[config.mk]
export PLATFORM = sky130hd
export DESIGN_NAME = ms_serial_mouse_rx
export DESIGN_NICKNAME = d
export VERILOG_FILES = /design/src/rtl/ms_serial_mouse_rx.sv
export SDC_FILE = /design/constraint.sdc
export NUM_CORES = 1
export LEC_CHECK = 0
export ABC_AREA = 1
export BUFFER_PORTS_ARGS = -buffer_cell sky130_fd_sc_hd__buf_2
export CORE_MARGIN = 2
export CORE_UTILIZATION = 45
export DETAILED_ROUTE_END_ITERATION = 8
export PLACE_DENSITY = 0.57
export SYNTH_ARGS = -nofsm -noshare
export SYNTH_HDL_FRONTEND = slang
export SYNTH_SLANG_ARGS = --single-unit
[constraint.sdc]
create_clock -name clk -period 4.44 [get_ports clk]
set_input_delay 0.222 -clock clk [delete_from_list [all_inputs] [get_ports clk]]
set_output_delay 0.222 -clock clk [all_outputs]
set_load 0.03 [all_outputs]
[src/rtl/ms_serial_mouse_rx.sv]
// Microsoft serial mouse host receiver: RTS reset/ident sequencing, 1200 7N1
// deserialiser and 3-byte packet assembly into signed dx/dy and button state.
module ms_serial_mouse_rx #(
    parameter int unsigned CLKFREQ    = 50_000_000,
    parameter int unsigned BAUD       = 1_200,
    parameter int unsigned RTS_LOW_MS = 100,
    parameter int unsigned IDENT_MS   = 250,
    parameter int unsigned GAP_MS     = 12
) (
    input  logic       clk,
    input  logic       rst_n,
    input  logic       rxd,
    input  logic       rescan,
    output logic       rts,
    output logic       pkt_valid,
    output logic [7:0] dx,
    output logic [7:0] dy,
    output logic [1:0] btn,
    output logic       present,
    output logic       frame_err
);

    localparam int unsigned BP     = CLKFREQ / BAUD;
    localparam int unsigned MS_CYC = CLKFREQ / 1000;
    localparam logic [31:0] BIT_LAST   = 32'(BP - 1);
    localparam logic [31:0] HALF_LAST  = 32'(BP / 2 - 1);
    localparam logic [31:0] RTS_LAST   = 32'(RTS_LOW_MS * MS_CYC - 1);
    localparam logic [31:0] IDENT_LAST = 32'(IDENT_MS * MS_CYC - 1);
    localparam logic [31:0] GAP_LAST   = 32'(GAP_MS * MS_CYC - 1);

    typedef enum logic [2:0] {B_IDLE, B_START, B_DATA, B_STOP, B_WAIT} bstate_t;
    typedef enum logic [1:0] {C_RTS_LOW, C_IDENT, C_RUN} cstate_t;

    bstate_t     bstate_q, bstate_d;
    cstate_t     cstate_q, cstate_d;
    logic        rxd_s1_q, rxd_s2_q, rxd_prev_q;
    logic [31:0] bcnt_q;
    logic [2:0]  bidx_q;
    logic [6:0]  shreg_q;
    logic [31:0] tmr_q;
    logic [1:0]  idx_q;
    logic [5:0]  b1_q, b2_q;
    logic [7:0]  dx_q, dy_q;
    logic [1:0]  btn_q;
    logic        present_q, pkt_valid_q, frame_err_q;
    logic        fall, bit_tick, byte_done, ferr, process_byte, gap_exp, ident_to;

    assign fall     = rxd_prev_q & ~rxd_s2_q;
    assign bit_tick = (bstate_q == B_START) ? (bcnt_q == HALF_LAST) : (bcnt_q == BIT_LAST);

    always_ff @(posedge clk or negedge rst_n) begin
        if (!rst_n) begin
            rxd_s1_q   <= 1'b1;
            rxd_s2_q   <= 1'b1;
            rxd_prev_q <= 1'b1;
        end else begin
            rxd_s1_q   <= rxd;
            rxd_s2_q   <= rxd_s1_q;
            rxd_prev_q <= rxd_s2_q;
        end
    end

    always_ff @(posedge clk or negedge rst_n) begin
        if (!rst_n) bstate_q <= B_IDLE;
        else        bstate_q <= bstate_d;
    end

    always_comb begin
        bstate_d = bstate_q;
        if (rescan) begin
            bstate_d = B_IDLE;
        end else begin
            case (bstate_q)
                B_IDLE:  if (fall) bstate_d = B_START;
                B_START: if (bit_tick) bstate_d = rxd_s2_q ? B_IDLE : B_DATA;
                B_DATA:  if (bit_tick && bidx_q == 3'd6) bstate_d = B_STOP;
                B_STOP:  if (bit_tick) bstate_d = rxd_s2_q ? B_IDLE : B_WAIT;
                B_WAIT:  if (rxd_s2_q) bstate_d = B_IDLE;
                default: bstate_d = B_IDLE;
            endcase
        end
    end

    always_comb begin
        byte_done = 1'b0;
        ferr      = 1'b0;
        if (!rescan && bstate_q == B_STOP && bit_tick) begin
            byte_done = rxd_s2_q;
            ferr      = ~rxd_s2_q;
        end
    end

    always_ff @(posedge clk or negedge rst_n) begin
        if (!rst_n) begin
            bcnt_q  <= '0;
            bidx_q  <= '0;
            shreg_q <= '0;
        end else begin
            if (rescan || bstate_q == B_IDLE || bstate_q == B_WAIT || bit_tick) bcnt_q <= '0;
            else bcnt_q <= bcnt_q + 32'd1;
            if (bstate_q == B_START) begin
                bidx_q <= '0;
            end else if (bstate_q == B_DATA && bit_tick) begin
                bidx_q  <= bidx_q + 3'd1;
                shreg_q <= {rxd_s2_q, shreg_q[6:1]};
            end
        end
    end

    always_ff @(posedge clk or negedge rst_n) begin
        if (!rst_n) cstate_q <= C_RTS_LOW;
        else        cstate_q <= cstate_d;
    end

    assign ident_to = (cstate_q == C_IDENT) && (tmr_q == IDENT_LAST);

    always_comb begin
        cstate_d = cstate_q;
        if (rescan) begin
            cstate_d = C_RTS_LOW;
        end else begin
            case (cstate_q)
                C_RTS_LOW: if (tmr_q == RTS_LAST) cstate_d = C_IDENT;
                C_IDENT:   if (byte_done || ident_to) cstate_d = C_RUN;
                default:   cstate_d = C_RUN;
            endcase
        end
    end

    always_comb begin
        rts = (cstate_q != C_RTS_LOW);
    end

    // A non-'M' first byte in the ident window is treated as ordinary traffic.
    assign process_byte = byte_done &&
        ((cstate_q == C_RUN) || (cstate_q == C_IDENT && shreg_q != 7'h4D));
    assign gap_exp = (cstate_q == C_RUN) && (tmr_q == GAP_LAST);

    always_ff @(posedge clk or negedge rst_n) begin
        if (!rst_n) begin
            tmr_q       <= '0;
            present_q   <= 1'b0;
            idx_q       <= '0;
            b1_q        <= '0;
            b2_q        <= '0;
            dx_q        <= '0;
            dy_q        <= '0;
            btn_q       <= '0;
            pkt_valid_q <= 1'b0;
            frame_err_q <= 1'b0;
        end else begin
            pkt_valid_q <= 1'b0;
            frame_err_q <= ferr;
            if (rescan || byte_done || cstate_d != cstate_q) tmr_q <= '0;
            else if (tmr_q != '1) tmr_q <= tmr_q + 32'd1;

            if (rescan) present_q <= 1'b0;
            else if (cstate_q == C_IDENT && byte_done && shreg_q == 7'h4D) present_q <= 1'b1;
            else if (ident_to && !byte_done) present_q <= 1'b0;

            if (rescan) begin
                idx_q <= '0;
            end else if (process_byte) begin
                if (shreg_q[6]) begin
                    b1_q  <= shreg_q[5:0];
                    idx_q <= 2'd1;
                end else if (idx_q == 2'd1) begin
                    b2_q  <= shreg_q[5:0];
                    idx_q <= 2'd2;
                end else if (idx_q == 2'd2) begin
                    btn_q       <= {b1_q[4], b1_q[5]};
                    dx_q        <= {b1_q[1:0], b2_q};
                    dy_q        <= {b1_q[3:2], shreg_q[5:0]};
                    pkt_valid_q <= 1'b1;
                    idx_q       <= 2'd0;
                end
            end else if (gap_exp) begin
                idx_q <= 2'd0;
            end
        end
    end

    assign pkt_valid = pkt_valid_q;
    assign dx        = dx_q;
    assign dy        = dy_q;
    assign btn       = btn_q;
    assign present   = present_q;
    assign frame_err = frame_err_q;

endmodule

==> impl_metrics.prom, run 1 <==
# TYPE chip_impl_metric gauge
chip_impl_metric{name="dr.first_iter.drc_count",unit=""} 448
chip_impl_metric{name="route.antenna.remaining_nets",unit=""} 0
chip_impl_info{name="violations",value="hold timing"} 1
chip_impl_metric{name="routed-via-count",unit=""} 5386
chip_impl_info{name="clock-root-buffer",value="sky130_fd_sc_hd__clkbuf_16"} 1
chip_impl_metric{name="grt_pass1_wl",unit="µm"} 25400
chip_impl_info{name="r2r-end",value="tmr_q[28]$_DFFE_PN0P_"} 1
chip_impl_metric{name="async_set_or_reset_register_ratio_after_synthesis",unit=""} 1.00
chip_impl_metric{name="synthesis.area",unit="µm²"} 6240
chip_impl_metric{name="netlist_instances",unit=""} 811
chip_impl_info{name="status",value="finished with violations"} 1
chip_impl_metric{name="insertion_delay",unit="ns"} 0.42
chip_impl_info{name="startpoint_type",value="flop"} 1
chip_impl_metric{name="detail_route.drc_violations",unit=""} 0
chip_impl_info{name="worstSetupStartpoint",value="tmr_q[0]$_DFFE_PN0P_"} 1
chip_impl_metric{name="largest_stage_delay_on_the_critical_path",unit="ns"} 0.75
chip_impl_metric{name="path_clk_slew",unit="ns"} 0.05
chip_impl_metric{name="syn-num-nets",unit=""} 819
chip_impl_metric{name="core_region_area",unit="µm²"} 13700
chip_impl_metric{name="tightestPinTransition",unit="ns"} 1.03
chip_impl_metric{name="io_pins",unit=""} 26
chip_impl_metric{name="worst-r2r-setup-slack",unit="ns"} 1.22
chip_impl_metric{name="grt_remaining_overflow",unit=""} 0
chip_impl_metric{name="drt_wl_total",unit="µm"} 14900
chip_impl_info{name="grt_setup_unrepaired",value="false"} 1
chip_impl_metric{name="footprint_of_the_multi_input_gates",unit="µm²"} 2850
chip_impl_metric{name="max_root_sink_buffers",unit=""} 2
chip_impl_metric{name="final_hold_viol_count",unit=""} 8
chip_impl_metric{name="final_layout_size_suffix_gt1_frac",unit=""} 0.0981
chip_impl_info{name="final_cell_mix",value="sky130_fd_sc_hd__nand2_1 (193), sky130_fd_sc_hd__nor2_1 (130), sky130_fd_sc_hd__dfrtp_1 (114), sky130_fd_sc_hd__inv_1 (94), sky130_fd_sc_hd__nand3_1 (48)"} 1
chip_impl_metric{name="layout_min_cycle_time",unit="ns"} 3.22
chip_impl_metric{name="floorplan.die.width",unit="µm"} 122
chip_impl_metric{name="worst_ir_drop_vdd",unit="V"} 0.000384
chip_impl_metric{name="area_growth",unit="%"} 14.7
chip_impl_metric{name="hpwl_after_dpl",unit="µm"} 10700
chip_impl_metric{name="fmaxAchievable",unit="MHz"} 310
chip_impl_metric{name="postCtsResizedCells",unit=""} 0
chip_impl_metric{name="vias_per_cell",unit=""} 5.20
chip_impl_metric{name="diodes",unit=""} 0
chip_impl_metric{name="layout_worst_path_cycle_share",unit=""} 0.726
chip_impl_info{name="ys_dominant_reg_cell",value="sky130_fd_sc_hd__dfrtp_1"} 1
chip_impl_metric{name="postSynthRegisterBits",unit=""} 117
chip_impl_info{name="worst_path_max_delay_cell",value="sky130_fd_sc_hd__nand2_1"} 1
chip_impl_metric{name="clock-skew-final",unit="ns"} 0.0107
chip_impl_metric{name="slew_viol_final",unit=""} 0
chip_impl_metric{name="finalNetCount",unit=""} 853
chip_impl_metric{name="total_power",unit="mW"} 2.73
chip_impl_metric{name="power.static_leakage",unit="nW"} 3.37
chip_impl_metric{name="critical_path.max_fanout",unit=""} 21
chip_impl_metric{name="detail_route.wl_per_cell",unit="µm"} 14.4
chip_impl_metric{name="synth_edf_count",unit=""} 0
chip_impl_metric{name="floorplan.die.height",unit="µm"} 122
chip_impl_metric{name="antenna_found_initial",unit=""} 0
chip_impl_metric{name="largest_net_degree_at_the_start_of_global_routing",unit=""} 82
chip_impl_metric{name="ff2ff_path_depth",unit=""} 11
chip_impl_info{name="tritoncts",value="built"} 1
chip_impl_info{name="layout_commonest_cell",value="sky130_fd_sc_hd__nand2_1"} 1
chip_impl_info{name="worstSetupPathType",value="reg -> reg"} 1
chip_impl_metric{name="required_time_reported_for_the_critical_path_endpoint",unit="ns"} 4.76
chip_impl_metric{name="placement_rows",unit=""} 43
chip_impl_metric{name="dieArea",unit="µm²"} 14800
chip_impl_metric{name="synthesis.area_per_instance",unit="µm²"} 7.69
chip_impl_metric{name="cts_num_sinks",unit=""} 117
chip_impl_metric{name="initial_core_utilization",unit=""} 0.455
chip_impl_metric{name="timing.final.setup_violations",unit=""} 0
chip_impl_info{name="r2r_start",value="tmr_q[0]$_DFFE_PN0P_"} 1
chip_impl_metric{name="critical_path_arrival",unit="ns"} 3.55
chip_impl_info{name="sequence_of_cells_on_the_critical_path",value="ha_1, inv_1, nor2_1, nand2_1, nor2_1, nand2_1, o21ai_0, o21bai_2, a21oi_1, nand2_1, nor2_1"} 1
chip_impl_metric{name="ys_warn_count",unit=""} 0
chip_impl_metric{name="seq_area_frac_synth",unit=""} 0.470
chip_impl_metric{name="cts_inserted_buffers",unit=""} 17
chip_impl_metric{name="grt_pass1_vias",unit=""} 5250
chip_impl_metric{name="layout.area.seq",unit="µm²"} 2930
chip_impl_metric{name="detailedRoute.firstPassIterationCount",unit=""} 5
chip_impl_metric{name="globalRouteTotalUtil",unit=""} 0.220
chip_impl_metric{name="hold_slack_final",unit="ns"} -0.0234
chip_impl_metric{name="place_congestion",unit=""} 0.950
chip_impl_metric{name="total_of_buffers_placed_on_input_and_output_ports",unit=""} 25
chip_impl_metric{name="h-tree-depth",unit=""} 4
chip_impl_info{name="holdCritPathClass",value="in -> async"} 1
chip_impl_metric{name="synth_cell_type_count",unit=""} 39
chip_impl_metric{name="timing.setup.tns",unit="ns"} 0
chip_impl_metric{name="max-slew-margin-rel",unit=""} 0.316
chip_impl_metric{name="p_per_area",unit="nW/µm²"} 382
chip_impl_metric{name="cap_viol_max_count",unit=""} 0
chip_impl_info{name="crit_end",value="tmr_q[28]$_DFFE_PN0P_"} 1
chip_impl_metric{name="filler_cell_count",unit=""} 1348
chip_impl_info{name="critical_path.endpoint_type",value="flop"} 1
-- power by group --
| group | internal, mW | leakage [nW] | total (mW) | switching (mW) |
|---|---|---|---|---|
| clock | 0.974 | 0.305 | 1.45 | 0.479 |
| sequential | 1.09 | 1.61 | 1.11 | 0.0250 |
| combinational | 0.0420 | 1.46 | 0.166 | 0.124 |
| total | 2.10 | 3.37 | 2.73 | 0.628 |
-- cell families after synthesis --
kind of cell | synth area share
adders and majority gates | 0.00802
xor gates and xnor gates | 0.0421
and+or+nand+nor | 0.340
DFF | 0.470
muxes | 0.00181
buffers and inverters | 0.0732
AOI/OAI and AO/OA | 0.0650
-- cell type report --
| class | instances | share of cell area |
|---|---|---|
| flip-flops and latches | 117 | 0.410 |
| clock buffers | 21 | 0.0658 |
| clock inverters | 9 | 0.0212 |
| inverters | 99 | 0.0520 |
| well taps | 180 | 0.0315 |
| multi-input cells | 582 | 0.398 |
| repair buffers | 28 | 0.0213 |
-- sequential cells by signal (all words and copies together), names as in the netlist --
| name | count |
|---|---|
| idx_q | 2 |
| tmr_q | 32 |
| shreg_q | 7 |
| bstate_q | 3 |
| b1_q | 6 |
| bcnt_q | 32 |
| frame_err | 1 |
| rxd_s2_q | 1 |
| pkt_valid | 1 |
| rxd_s1_q | 1 |
| bidx_q | 3 |
| b2_q | 6 |
| present | 1 |
| rxd_prev_q | 1 |
| btn | 2 |
| dx | 8 |
| dy | 8 |
| cstate_q | 2 |
-- worst max-delay path: cells and delay by family, from the launching register on --
family	cells	cell delay (ns)
AND/OR/NAND/NOR	6	1.33
buffers and inverters	1	0.12
flip-flops	1	0.39
AO/OA/AOI/OAI	3	1.01
adder cells (fa/ha/maj)	1	0.26
-- worst min-delay path by stage --
stage,slack (ns),cells past startpoint,to
2_1_floorplan,-0.07,0,b1_q[0]$_DFFE_PN0P_
3_3_place_gp,0.33,1,rxd_s1_q$_DFF_PN1_
3_5_place_dp,0.33,1,rxd_s1_q$_DFF_PN1_
4_1_cts,0.03,1,btn[1]$_DFFE_PN0P_
5_1_grt,0.06,2,present$_DFFE_PN0P_
6_report,-0.02,1,dx[7]$_DFFE_PN0P_
-- metrics by stage --
stage                      util  cells  setup WS [ns]  area [µm²]  hold slack (ns)
after detailed placement  0.475   1005           1.28        6520            0.335
after global routing      0.521   1036          0.932        7150           0.0622
final                     0.521   1036           1.22        7150          -0.0234
after CTS                 0.521   1036           1.25        7150           0.0261
after global placement    0.475   1005           1.46        6520            0.330
after floorplan               -    811           2.55        6240          -0.0736
-- synthesized netlist by cell type (all sizes together) (4+ instances only) --
| library cell | n | area (µm²) |
|---|---|---|
| nor4 | 10 | 62.6 |
| dfrtp | 114 | 2850 |
| nor3 | 29 | 156 |
| xnor2 | 5 | 43.8 |
| ha | 4 | 50.1 |
| nor2 | 134 | 518 |
| inv | 99 | 372 |
| nand2 | 198 | 761 |
| buf | 13 | 85.1 |
| o21ai | 51 | 255 |
| nand4 | 39 | 250 |
| xor2 | 25 | 219 |
| nand3 | 54 | 323 |
| a21oi | 16 | 80.1 |
-- layer usage --
layer	GRT usage	vias to the layer above	routed length (µm)
li1	-	2709	-
met1	0.289	2528	6830
met2	0.354	126	7160
met3	0.0590	23	706
met4	0.0733	0	255
met5	0	-	0
-- timing repair --
action,in CTS,in global routing
setup buffers,0,0
hold buffers,1,0
endpoints found under the hold margin,1,0
(Power assumes the default switching activity.)
==> run 2, diff against run 1 <==
Settings changed: ABC_AREA 1 to 0.
Clock period 4.44 ns to 3.1 ns, I/O delays scaled along.
==> impl_metrics.prom, run 2 <==
# TYPE chip_impl_metric gauge
chip_impl_info{name="status",value="finished, final reports clean"} 1
chip_impl_metric{name="insertion_delay",unit="ns"} 0.41
chip_impl_metric{name="core_region_area",unit="µm²"} 13100
chip_impl_metric{name="seq_area_frac_synth",unit=""} 0.488
chip_impl_info{name="grt_setup_unrepaired",value="false"} 1
chip_impl_metric{name="cts_num_sinks",unit=""} 117
chip_impl_info{name="worstSetupPathType",value="reg -> reg"} 1
chip_impl_metric{name="slew_viol_final",unit=""} 0
chip_impl_metric{name="max_root_sink_buffers",unit=""} 2
chip_impl_metric{name="fin_util",unit=""} 0.532
chip_impl_metric{name="floorplan.die.width",unit="µm"} 120
chip_impl_info{name="post-synth-top-count-cell",value="sky130_fd_sc_hd__dfrtp_1"} 1
chip_impl_metric{name="clock_power_share",unit=""} 0.569
chip_impl_metric{name="total_of_buffers_placed_on_input_and_output_ports",unit=""} 25
chip_impl_metric{name="power.internal",unit="mW"} 3.02
chip_impl_metric{name="share_of_total_power_consumed_by_net_switching",unit=""} 0.196
chip_impl_metric{name="postSynthRegisterBits",unit=""} 117
chip_impl_metric{name="layout_worst_path_cycle_share",unit=""} 0.867
chip_impl_metric{name="antenna_found_initial",unit=""} 0
chip_impl_metric{name="route.antenna.remaining_nets",unit=""} 0
chip_impl_info{name="layout_commonest_cell",value="sky130_fd_sc_hd__dfrtp_1"} 1
chip_impl_metric{name="area_growth",unit="%"} 16.4
chip_impl_metric{name="cap_viol_max_count",unit=""} 0
chip_impl_metric{name="h-tree-depth",unit=""} 4
chip_impl_metric{name="critical_path_arrival",unit="ns"} 2.99
chip_impl_metric{name="ys_warn_count",unit=""} 0
chip_impl_metric{name="worst_ir_drop_vdd",unit="V"} 0.000349
chip_impl_metric{name="routed-via-count",unit=""} 4634
chip_impl_metric{name="timing.final.setup_violations",unit=""} 0
chip_impl_metric{name="p_seq_frac",unit=""} 0.411
chip_impl_metric{name="drt_wl_total",unit="µm"} 13500
chip_impl_metric{name="power.static_leakage",unit="nW"} 2.95
chip_impl_metric{name="synthesis.area",unit="µm²"} 6000
chip_impl_info{name="critical_path.endpoint_type",value="flop"} 1
chip_impl_metric{name="largest_stage_delay_on_the_critical_path",unit="ns"} 0.98
chip_impl_metric{name="final_hold_viol_count",unit=""} 0
chip_impl_metric{name="initial_core_utilization",unit=""} 0.457
chip_impl_metric{name="grt_pass1_vias",unit=""} 4711
chip_impl_metric{name="layout_min_cycle_time",unit="ns"} 2.69
chip_impl_info{name="startpoint_type",value="flop"} 1
chip_impl_info{name="tritoncts",value="built"} 1
chip_impl_metric{name="finalNetCount",unit=""} 631
chip_impl_metric{name="hpwl_after_dpl",unit="µm"} 8950
chip_impl_metric{name="detail_route.wl_per_cell",unit="µm"} 16.7
chip_impl_metric{name="netlist_instances",unit=""} 593
chip_impl_metric{name="worst-r2r-setup-slack",unit="ns"} 0.41
chip_impl_metric{name="power_frac_comb",unit=""} 0.020
chip_impl_metric{name="synth_cell_type_count",unit=""} 60
chip_impl_metric{name="synth_largest_type_area_fraction",unit=""} 0.475
chip_impl_metric{name="place_congestion",unit=""} 0.862
chip_impl_metric{name="path_clk_slew",unit="ns"} 0.05
chip_impl_metric{name="switching_power",unit="µW"} 738
chip_impl_metric{name="synthesis.area_per_instance",unit="µm²"} 10.1
chip_impl_metric{name="p_per_area",unit="nW/µm²"} 537
chip_impl_metric{name="detailedRoute.firstPassIterationCount",unit=""} 4
chip_impl_metric{name="floorplan.die.height",unit="µm"} 120
chip_impl_metric{name="tightestPinTransition",unit="ns"} 0.901
chip_impl_metric{name="placement_rows",unit=""} 42
chip_impl_metric{name="dr.first_iter.drc_count",unit=""} 261
chip_impl_metric{name="io_pins",unit=""} 26
chip_impl_info{name="layout_top_registers",value="bcnt_q (32), tmr_q (32)"} 1
chip_impl_metric{name="globalRouteTotalUtil",unit=""} 0.204
chip_impl_metric{name="grt_pass1_wl",unit="µm"} 23200
chip_impl_info{name="worst_path_max_delay_cell",value="sky130_fd_sc_hd__or4b_2"} 1
chip_impl_metric{name="syn-num-nets",unit=""} 601
chip_impl_metric{name="final_layout_size_suffix_gt1_frac",unit=""} 0.186
chip_impl_metric{name="dieArea",unit="µm²"} 14300
chip_impl_metric{name="synth_edf_count",unit=""} 0
chip_impl_info{name="netlist_top_cells_area",value="sky130_fd_sc_hd__dfrtp_1 (48%), sky130_fd_sc_hd__mux2_2 (4.9%), sky130_fd_sc_hd__nor2_1 (3.4%)"} 1
chip_impl_metric{name="detail_route.drc_violations",unit=""} 0
chip_impl_info{name="sequence_of_cells_on_the_critical_path",value="nor3b_2, or3_4, a2111oi_4, buf_4, or4b_2, a311oi_1"} 1
chip_impl_metric{name="diodes",unit=""} 0
chip_impl_metric{name="async_set_or_reset_register_ratio_after_synthesis",unit=""} 1.00
chip_impl_metric{name="cts_inserted_buffers",unit=""} 17
chip_impl_metric{name="max-slew-margin-rel",unit=""} 0.399
chip_impl_metric{name="clock-skew-final",unit="ns"} 0.00843
chip_impl_metric{name="fmaxAchievable",unit="MHz"} 372
chip_impl_info{name="synth_top_area_cell",value="sky130_fd_sc_hd__dfrtp_1"} 1
chip_impl_metric{name="grt_remaining_overflow",unit=""} 0
chip_impl_metric{name="cts_setup_buffers",unit=""} 0
chip_impl_metric{name="vias_per_cell",unit=""} 5.71
chip_impl_metric{name="timing.setup.tns",unit="ns"} 0
chip_impl_info{name="clock-root-buffer",value="sky130_fd_sc_hd__clkbuf_16"} 1
chip_impl_info{name="most_frequent_cells_after_synthesis",value="sky130_fd_sc_hd__dfrtp_1 (114), sky130_fd_sc_hd__nor2_1 (55), sky130_fd_sc_hd__nand2_1 (36)"} 1
chip_impl_info{name="holdCritPathClass",value="in -> reg"} 1
chip_impl_info{name="ys_dominant_reg_cell",value="sky130_fd_sc_hd__dfrtp_1"} 1
chip_impl_metric{name="critical_path.max_fanout",unit=""} 32
chip_impl_metric{name="largest_net_degree_at_the_start_of_global_routing",unit=""} 69
chip_impl_metric{name="required_time_reported_for_the_critical_path_endpoint",unit="ns"} 3.41
chip_impl_info{name="final_cell_mix",value="sky130_fd_sc_hd__dfrtp_1 (114), sky130_fd_sc_hd__nor2_1 (55), sky130_fd_sc_hd__nand2_1 (36), sky130_fd_sc_hd__nand3_1 (32), sky130_fd_sc_hd__a21oi_1 (27)"} 1
==> run 2: worst paths after layout <==
path	depth (start not counted)	from	endpoint
hold reg to reg	0	rxd_s1_q$_DFF_PN1_	rxd_s2_q$_DFF_PN1_
hold / removal	3	rescan	frame_err$_DFF_PN0_
setup reg to reg	6	bstate_q[1]$_DFFE_PN0P_	tmr_q[30]$_DFFE_PN0P_
setup / recovery	6	bstate_q[1]$_DFFE_PN0P_	tmr_q[30]$_DFFE_PN0P_
min in group asynchronous	2	rst_n	btn[1]$_DFFE_PN0P_
max in group asynchronous	3	rst_n	rxd_s2_q$_DFF_PN1_
==> run 2: kinds of logic after synthesis <==
family,after synthesis,share of synthesized area
flops,117,0.488
mux,38,0.0771
fa+ha+maj,4,0.00834
xor+xnor,32,0.0467
buf+inv,42,0.0283
simple gates,278,0.262
compound gates,82,0.0892
==> run 2: critical path: cells and delay by family (launching register included) <==
kind | cells | cell delay [ns]
buffers and inverters | 1 | 0.18
and+or+nand+nor | 3 | 1.57
AOI/OAI and AO/OA | 2 | 0.37
DFF | 1 | 0.45
==> run 2: layout make-up <==
type	count	area, µm²
multi-input cells	434	2900
repair buffers	36	228
fillers	1156	6150
clock buffers	22	464
clock inverters	10	180
inverters	17	63.8
well taps	176	220
flip-flops and latches	117	2930
==> run 2: per-layer routing <==
metal / GRT usage / share of wire
met5: 0 / 0
met4: 0.0640 / 0.0084
met3: 0.0485 / 0.027
met2: 0.344 / 0.50
met1: 0.260 / 0.46
==> run 2: timing repair <==
| item | 4_1_cts | 5_1_grt |
|---|---|---|
| hold buffers | 2 | 0 |
| hold endpoints to repair | 68 | 0 |
| resized for setup | 0 | 0 |
==> run 2: per-stage QoR <==
step	hold WS, ns	instances	power, mW	worst slack [ns]	area (µm²)
6_report	0.117	812	3.76	0.412	6990
5_1_grt	0.116	812	3.87	0.171	6990
4_1_cts	0.111	812	3.80	0.371	6990
3_5_place_dp	0.262	778	1.65	0.361	6330
3_3_place_gp	0.263	778	1.64	0.455	6330
2_1_floorplan	-0.141	593	1.60	0.636	6000
==> run 2: power by group through the flow <==
| stage | logic [mW] | registers (mW) | clock network, mW |
|---|---|---|---|
| 6_report | 0.0740 | 1.54 | 2.14 |
| 5_1_grt | 0.0869 | 1.54 | 2.24 |
| 4_1_cts | 0.0780 | 1.54 | 2.18 |
| 3_5_place_dp | 0.0760 | 1.57 | 0 |
| 3_3_place_gp | 0.0728 | 1.57 | 0 |
| 2_1_floorplan | 0.0293 | 1.57 | 0 |
